==> config.mk <==
export PLATFORM = sky130hd
export DESIGN_NAME = btb_update_ctrl
export DESIGN_NICKNAME = d
export VERILOG_FILES = /design/src/rtl/btb_update_ctrl.sv
export SDC_FILE = /design/constraint.sdc
export NUM_CORES = 1
export LEC_CHECK = 0
export ABC_AREA = 1
export CELL_PAD_IN_SITES_DETAIL_PLACEMENT = 0
export CELL_PAD_IN_SITES_GLOBAL_PLACEMENT = 1
export CORE_ASPECT_RATIO = 1.1
export CORE_MARGIN = 2
export CORE_UTILIZATION = 38
export DETAILED_ROUTE_END_ITERATION = 16
export PLACE_DENSITY_LB_ADDON = 0.1
export SLEW_MARGIN = 15
export SYNTH_ARGS = -nofsm -noshare
export SYNTH_HDL_FRONTEND = slang
export SYNTH_SLANG_ARGS = --single-unit
==> constraint.sdc <==
create_clock -name clk -period 3.83 [get_ports clk]
set_input_delay 0.9575 -clock clk [delete_from_list [all_inputs] [get_ports clk]]
set_output_delay 0.9575 -clock clk [all_outputs]
set_load 0.05 [all_outputs]
==> src/rtl/btb_update_ctrl.sv <==
`default_nettype none
// ============================================================================
// Module   : btb_update_ctrl
// Purpose  : Branch resolve/redirect, queued BTB update writes, BTB sweep FSM
// Revision : 1.0 - initial release
// ============================================================================
module btb_update_ctrl #(
   parameter int FIFO_DEPTH  = 4,
   parameter int BTB_ENTRIES = 64,
   parameter int IDX_W       = 6
) (
   input  logic             clk,
   input  logic             rst,
   input  logic             ex_valid,
   input  logic             ex_is_branch,
   input  logic [31:0]      ex_pc,
   input  logic             ex_taken,
   input  logic [31:0]      ex_target,
   input  logic             ex_pred_taken,
   input  logic [31:0]      ex_pred_target,
   output logic             redirect,
   output logic [31:0]      redirect_pc,
   output logic             flush_if_id,
   output logic             btb_update,
   output logic [31:0]      btb_update_pc,
   output logic [31:0]      btb_update_target,
   output logic             btb_mispredicted,
   input  logic             btb_ready,
   input  logic             inv_req,
   output logic             btb_inv,
   output logic [IDX_W-1:0] btb_inv_idx,
   output logic             inv_busy,
   output logic             inv_done,
   output logic [31:0]      mispredict_count,
   output logic [15:0]      drop_count
);

   localparam int                 c_ptr_w    = $clog2(FIFO_DEPTH);
   localparam logic [IDX_W-1:0]   c_last_idx = IDX_W'(BTB_ENTRIES - 1);
   localparam logic [c_ptr_w:0]   c_full_cnt = (c_ptr_w + 1)'(FIFO_DEPTH);

   typedef enum logic [1:0] {
      ST_IDLE  = 2'd0,
      ST_DRAIN = 2'd1,
      ST_SWEEP = 2'd2,
      ST_DONE  = 2'd3
   } state_t;

   state_t             r_state;
   logic [IDX_W-1:0]   r_idx;
   logic [64:0]        r_mem [FIFO_DEPTH];
   logic [c_ptr_w-1:0] r_wr_ptr;
   logic [c_ptr_w-1:0] r_rd_ptr;
   logic [c_ptr_w:0]   r_count;
   logic               r_redirect;
   logic [31:0]        r_redirect_pc;
   logic [31:0]        r_mis_cnt;
   logic [15:0]        r_drop_cnt;

   logic        w_resolve;
   logic        w_mispredict;
   logic [31:0] w_seq_pc;
   logic [31:0] w_new_target;
   logic        w_enq;
   logic        w_empty;
   logic        w_full;
   logic        w_deq;
   logic        w_enq_ok;
   logic        w_drop;
   logic [64:0] w_head;

   assign w_resolve    = ex_valid & ex_is_branch;
   assign w_mispredict = w_resolve & ((ex_taken != ex_pred_taken) |
                         (ex_taken & ex_pred_taken & (ex_target != ex_pred_target)));
   assign w_seq_pc     = ex_pc + 32'd4;
   assign w_new_target = ex_taken ? ex_target : w_seq_pc;
   // Correctly predicted not-taken branches carry nothing worth writing back
   assign w_enq        = w_resolve & (ex_taken | w_mispredict);

   assign w_empty  = (r_count == '0);
   assign w_full   = (r_count == c_full_cnt);
   assign w_deq    = ((r_state == ST_IDLE) || (r_state == ST_DRAIN)) & ~w_empty & btb_ready;
   assign w_enq_ok = w_enq & (~w_full | w_deq);
   assign w_drop   = w_enq & w_full & ~w_deq;
   assign w_head   = r_mem[r_rd_ptr];

   assign btb_update        = w_deq;
   assign btb_update_pc     = w_deq ? w_head[64:33] : 32'd0;
   assign btb_update_target = w_deq ? w_head[32:1]  : 32'd0;
   assign btb_mispredicted  = w_deq & w_head[0];

   assign redirect         = r_redirect;
   assign flush_if_id      = r_redirect;
   assign redirect_pc      = r_redirect_pc;
   assign mispredict_count = r_mis_cnt;
   assign drop_count       = r_drop_cnt;
   assign btb_inv          = (r_state == ST_SWEEP);
   assign btb_inv_idx      = r_idx;
   assign inv_busy         = (r_state != ST_IDLE);
   assign inv_done         = (r_state == ST_DONE);

   always_ff @(posedge clk) begin
      if (w_enq_ok) begin
         r_mem[r_wr_ptr] <= {ex_pc, w_new_target, w_mispredict};
      end
   end

   always_ff @(posedge clk or negedge rst) begin
      if (!rst) begin
         r_state       <= ST_IDLE;
         r_idx         <= '0;
         r_wr_ptr      <= '0;
         r_rd_ptr      <= '0;
         r_count       <= '0;
         r_redirect    <= 1'b0;
         r_redirect_pc <= 32'd0;
         r_mis_cnt     <= 32'd0;
         r_drop_cnt    <= 16'd0;
      end else begin
         r_redirect <= w_mispredict;
         if (w_mispredict) begin
            r_redirect_pc <= w_new_target;
            if (r_mis_cnt != 32'hFFFF_FFFF) r_mis_cnt <= r_mis_cnt + 32'd1;
         end
         if (w_drop && (r_drop_cnt != 16'hFFFF)) r_drop_cnt <= r_drop_cnt + 16'd1;

         if (w_enq_ok) r_wr_ptr <= r_wr_ptr + c_ptr_w'(1);
         if (w_deq)    r_rd_ptr <= r_rd_ptr + c_ptr_w'(1);
         case ({w_enq_ok, w_deq})
            2'b10:   r_count <= r_count + (c_ptr_w + 1)'(1);
            2'b01:   r_count <= r_count - (c_ptr_w + 1)'(1);
            default: r_count <= r_count;
         endcase

         case (r_state)
            ST_IDLE: begin
               if (inv_req) r_state <= ST_DRAIN;
            end
            ST_DRAIN: begin
               if (w_empty) begin
                  r_state <= ST_SWEEP;
                  r_idx   <= '0;
               end
            end
            ST_SWEEP: begin
               // Index parks at zero so it reads 0 whenever no sweep is running
               if (r_idx == c_last_idx) begin
                  r_state <= ST_DONE;
                  r_idx   <= '0;
               end else begin
                  r_idx <= r_idx + IDX_W'(1);
               end
            end
            default: r_state <= ST_IDLE;
         endcase
      end
   end

endmodule
`default_nettype wire
=== Yosys cells after proc, flatten, opt, wreduce, memory -nomap -nowiden ===
Memory sizes are Yosys's and may differ from the RTL's.
Cells that the tools add are included.

* Memories: 1
* Bits in registers: 96
* Word-level logic and storage cells: 72
* Input port bits: 104
* Bits in writable memories: 260
* Output and inout bits: 157

{| class="wikitable"
|+ Memory list
! memory !! depth !! bits a word !! read ports !! clocked after Yosys merged registers in !! wr ports !! line !! source
|-
| r_mem || 4 || 65 || 1 || 0 || 1 || 51 || <nowiki>logic [64:0] r_mem [FIFO_DEPTH];</nowiki>
|}

* Bitwise operators: 17
* Eq/ne operators: 14
* Multiplexer cells: 13
* Add/subtract/negate cells: 8
* Reduce and logical (&&, ||, !) cells: 10

{| class="wikitable"
|+ Operator list
! kind !! count
|-
| 32-bit 2-to-1 mux || 3
|-
| 32-bit by 1-bit adder with 32-bit output (second input constant) || 1
|-
| 32-bit by 3-bit adder with 32-bit output (second input constant) || 1
|-
| 32-bit != test || 1
|-
| 32-bit != test (second input constant) || 1
|-
| 16-bit by 1-bit adder with 16-bit output (second input constant) || 1
|-
| 16-bit != test (second input constant) || 1
|-
| 6-bit 2-to-1 mux || 2
|-
| 6-bit case mux with 2 select lines || 1
|-
| 1-bit bitwise AND || 11
|-
| 6-bit by 1-bit adder with 6-bit output (second input constant) || 1
|-
| 2-bit equality test (second input constant) || 3
|-
| 6-bit equality test (second input constant) || 1
|-
| 2-bit 2-to-1 mux || 3
|-
| 2-bit case mux with 3 select lines || 1
|-
| 3-bit case mux with 2 select lines || 1
|-
| 2-bit nonzero test || 3
|-
| 2-bit by 1-bit adder with 2-bit output (second input constant) || 2
|-
| 2-bit by 1-bit equality test with 1-bit output (second input constant) || 2
|-
| 2-bit != test (second input constant) || 2
|-
| 2-bit AND reduction || 2
|-
| 3-bit by 1-bit adder with 3-bit output (second input constant) || 1
|-
| 3-bit equality test (second input constant) || 1
|-
| 3-bit zero test || 1
|-
| other kinds (10) || 15
|}

=== Logic depth before layout (Yosys ltp) ===
* Depth after elaboration: 9
* Gate-level depth with buffers: 20
* Gate-level depth less buffers: 20

=== Worst setup path before layout ===
OpenSTA, ideal clock, no wires.

* Path type: input to register
* From: input port ex_target[19]
* To: memory r_mem[0][0], enable pin
* Stages: 14
* Path buffers: 0
* Required time: 3341 ps
* Library setup time: 489 ps
* Arrival: 4485 ps
* Path slack: -1143 ps
* Cells stage by stage: inv_1 > nand2_1 > nand2_1 > nand2_1 > nor2_1 > nand2_1 > nor2_1 > nand2_1 > nand2_1 > nand3_1 > nand2_1 > inv_1 > nand2_1 > nor2_1

* Word-level cells in the longest chain between the ends: 9

{| class="wikitable"
|+ RTL lines
! element !! line !! source
|-
| start, declared || 18 || <nowiki>input logic [31:0] ex_target,</nowiki>
|-
| 32-bit != test || 74 || <nowiki>(ex_taken & ex_pred_taken & (ex_target != ex_pred_target)));</nowiki>
|-
| 1-bit bitwise AND || 74 ||
|-
| 1-bit bitwise OR || 73 || <nowiki>assign w_mispredict = w_resolve & ((ex_taken != ex_pred_taken) |</nowiki>
|-
| 1-bit bitwise AND || 73 ||
|-
| 1-bit bitwise OR || 78 || <nowiki>assign w_enq = w_resolve & (ex_taken | w_mispredict);</nowiki>
|-
| 1-bit bitwise AND || 78 ||
|-
| 1-bit bitwise AND || 83 || <nowiki>assign w_enq_ok = w_enq & (~w_full | w_deq);</nowiki>
|-
| 1-bit 2-to-1 mux || 103 || <nowiki>if (w_enq_ok) begin</nowiki>
|-
| 1-bit 2-to-1 mux (implied by the code) || 104 || <nowiki>r_mem[r_wr_ptr] <= {ex_pc, w_new_target, w_mispredict};</nowiki>
|-
| end, declared || 51 ||
|}

No other way between the ends.

=== Worst setup path after layout ===
* From: input port btb_ready
* To: output port btb_update_pc[14]

* Word-level cells in the longest chain between the ends: 2

{| class="wikitable"
|+ RTL lines
! element !! line !! source
|-
| start, declared || 28 || <nowiki>input logic btb_ready,</nowiki>
|-
| 1-bit bitwise AND || 82 || <nowiki>assign w_deq = ((r_state == ST_IDLE) || (r_state == ST_DRAIN)) & ~w_empty & btb_ready;</nowiki>
|-
| 32-bit 2-to-1 mux || 88 || <nowiki>assign btb_update_pc = w_deq ? w_head[64:33] : 32'd0;</nowiki>
|-
| end, declared || 25 || <nowiki>output logic [31:0] btb_update_pc,</nowiki>
|}

No other way between the ends.

==> metrics <==
status=finished clean; CTS root buf=clkbuf_16; first-pass GRT wire length=between 70000 and 80000 µm; Seq/Total Area, Yosys=0.6195; Post-Route WL=52100 µm; Hold Buf Count CTS=0; Vias/cell=5.001; worst r2r path cells=14; RSZ-0062 raised after global routing=false; post-DP HPWL=approximately 37000 µm; Tightest Pin Transition=0.8349 ns; clock skew=0.009736 ns; worst-case clock buffer depth=3; Mapped Nets=~1.8k; Distinct cells, synth=37; Overall Global Routing Usage=0.2323; # H-tree levels=2; period utilization=0.9450; Pwr Density=696.2 nW/µm²; cells after synthesis=1695; Final Core Density=0.5130; worst hold-check path type=flop to flop; Layout area overhead=34.29%; initial antenna violation count=2; Slew HR=0.4434; vias in the first global route=12.98k; critical path endpoint=btb_update_pc[14]; LEAKAGE=about 8.5 nW; Synth Warn #=0; launch point of the worst path=btb_ready; hold violation count in the final report=0; IO buf count=260; row count=80; crit path launch type=input port; arrival time at the worst endpoint=2.66 ns; Worst R2R Setup Slack=1.50 ns; Avg Inst Size Synth=9.723 µm²; Max Transition Viols Final=0; MaxCap Viol Count=0; CP max FO=40; DRC Markers=0; core footprint=about 43000 µm²; Worst Path Required=2.87 ns; Most used DFF post-synth=edfxtp_1; Num CTS Buffers=39; Die Wd=202.6 µm; final worst path period need=3.619 ns; Mapped Area=16480 µm²; Worst VDD drop=491.0 µV; initial DRC count=roughly 850; commonest non-fill, non-tap cell in the layout=nor2_1; RR Endpoint=r_count[2]; Worst-Skew Late Latency=0.53 ns; Routability Congestion=0.8664; most frequent cells in the layout=nor2_1 (352), nand2_1 (319), edfxtp_1 (260); I/O pin count=approximately 260; TritonCTS clock tree=done; wire per inst=20.15 µm; postcts setup bufs=0; register clock-pin slew on the reported worst setup and hold paths=0.06 ns; DIE AREA=45050 µm²; EDFF count, synth=260; vias=12.93k; synthesis-stage register bit count=356; final setup vio count=0; CTS resizes=0; ANT nets after route=0; Clock Sinks=around 360; Critical Path End Type=output port; worst reg2reg startpoint=r_state[0]; Max Freq=276.3 MHz; Async S/R FF share, synth=0.2697; grt total ovfl=0; Initial Util=0.3820; DR pass1 iterations=5; power after layout=0.01541 W; # nets final=2101; layout cells sized above 1=0.1094; largest net degree at the start of global routing=around 130; TNS Setup=0 ns; n_diodes=0; Die Ht=222.4 µm; CP Class=input port to output port
## Yosys cell counts, drive strengths merged, types with 17 or more instances
cell type  count  share of area
a21oi         82          0.025
nor3          30          0.010
xor2          49          0.026
inv          111          0.025
xnor2         41          0.022
nor4          18         0.0077
nand2        322          0.074
clkbuf        50          0.011
nor2         360          0.082
nand4         17         0.0065
o21ai        164          0.050
dfrtp         96           0.15
edfxtp       260           0.47
buf           21         0.0065
nand3         38          0.012
## power by group
part           total, W  switching (W)  internal, W
combinational   0.00675        0.00436      0.00239
clock           0.00377        0.00153      0.00224
sequential      0.00488       0.000248      0.00464
total            0.0154        0.00614      0.00927
## routing by layer
layer	GRT usage	vias up	wire, µm
li1	-	6236	-
met1	0.2989	6282	21760
met2	0.4041	331	26450
met3	0.03813	75	2593
met4	0.06499	4	1267
met5	0	-	30
## final cells by class
cell class / instances / area, µm²
fill: 3992 / 21010
sequential: 356 / 10210
multi-input combinational: 1157 / 5618
timing repair buffer: 317 / 3876
clock buffer: 57 / 1157
tap: 574 / 718.2
inverter: 111 / 416.7
clock inverter: 13 / 131.4
## critical path: stages
cell	delay [ns]
clkdlybuf4s50_1	0.46
o21ai_0	0.14
nor2_2	0.17
inv_2	0.17
buf_12	0.24
a21oi_1	0.30
buf_12	0.18
## worst min path at each step
stage	startpoint	endpoint	slack, ns	cells past startpoint
after floorplan	r_count[0]	r_count[0]	0.50	1
after global placement	redirect_pc[18]	redirect_pc[18]	0.47	2
after detailed placement	redirect_pc[19]	redirect_pc[19]	0.47	2
after CTS	redirect_pc[19]	redirect_pc[19]	0.49	2
after global routing	redirect_pc[15]	redirect_pc[15]	0.50	2
final	redirect_pc[10]	redirect_pc[10]	0.48	2
## through the flow
stage	instances	setup WS [ns]	hold WS [ns]	area (µm²)
after floorplan	1695	-0.09955	0.4995	16510
after global placement	2515	0.05740	0.4654	20840
after detailed placement	2515	0.03909	0.4693	20840
after CTS	2585	0.1933	0.4856	22130
after global routing	2585	0.09603	0.5047	22130
final	2585	0.2107	0.4838	22130
## flip-flops by register name (all words and copies together) (netlist names)
name / cells
r_wr_ptr: 2
flush_if_id: 1
r_rd_ptr: 2
btb_inv_idx: 6
r_state: 2
r_count: 3
redirect_pc: 32
r_mem: 260
drop_count: 16
mispredict_count: 32
## cell families (layout without fill, tap and decap cells)
family,Yosys count,after routing,share of synthesized area
DFF,356,356,0.6195
and+or+nand+nor,787,787,0.1944
buffers and inverters,182,498,0.04320
adders and majority gates,15,15,0.01184
AOI/OAI and AO/OA,265,265,0.08321
xor gates and xnor gates,90,90,0.04783
No activity file was read; power rests on OpenSTA's default activity.
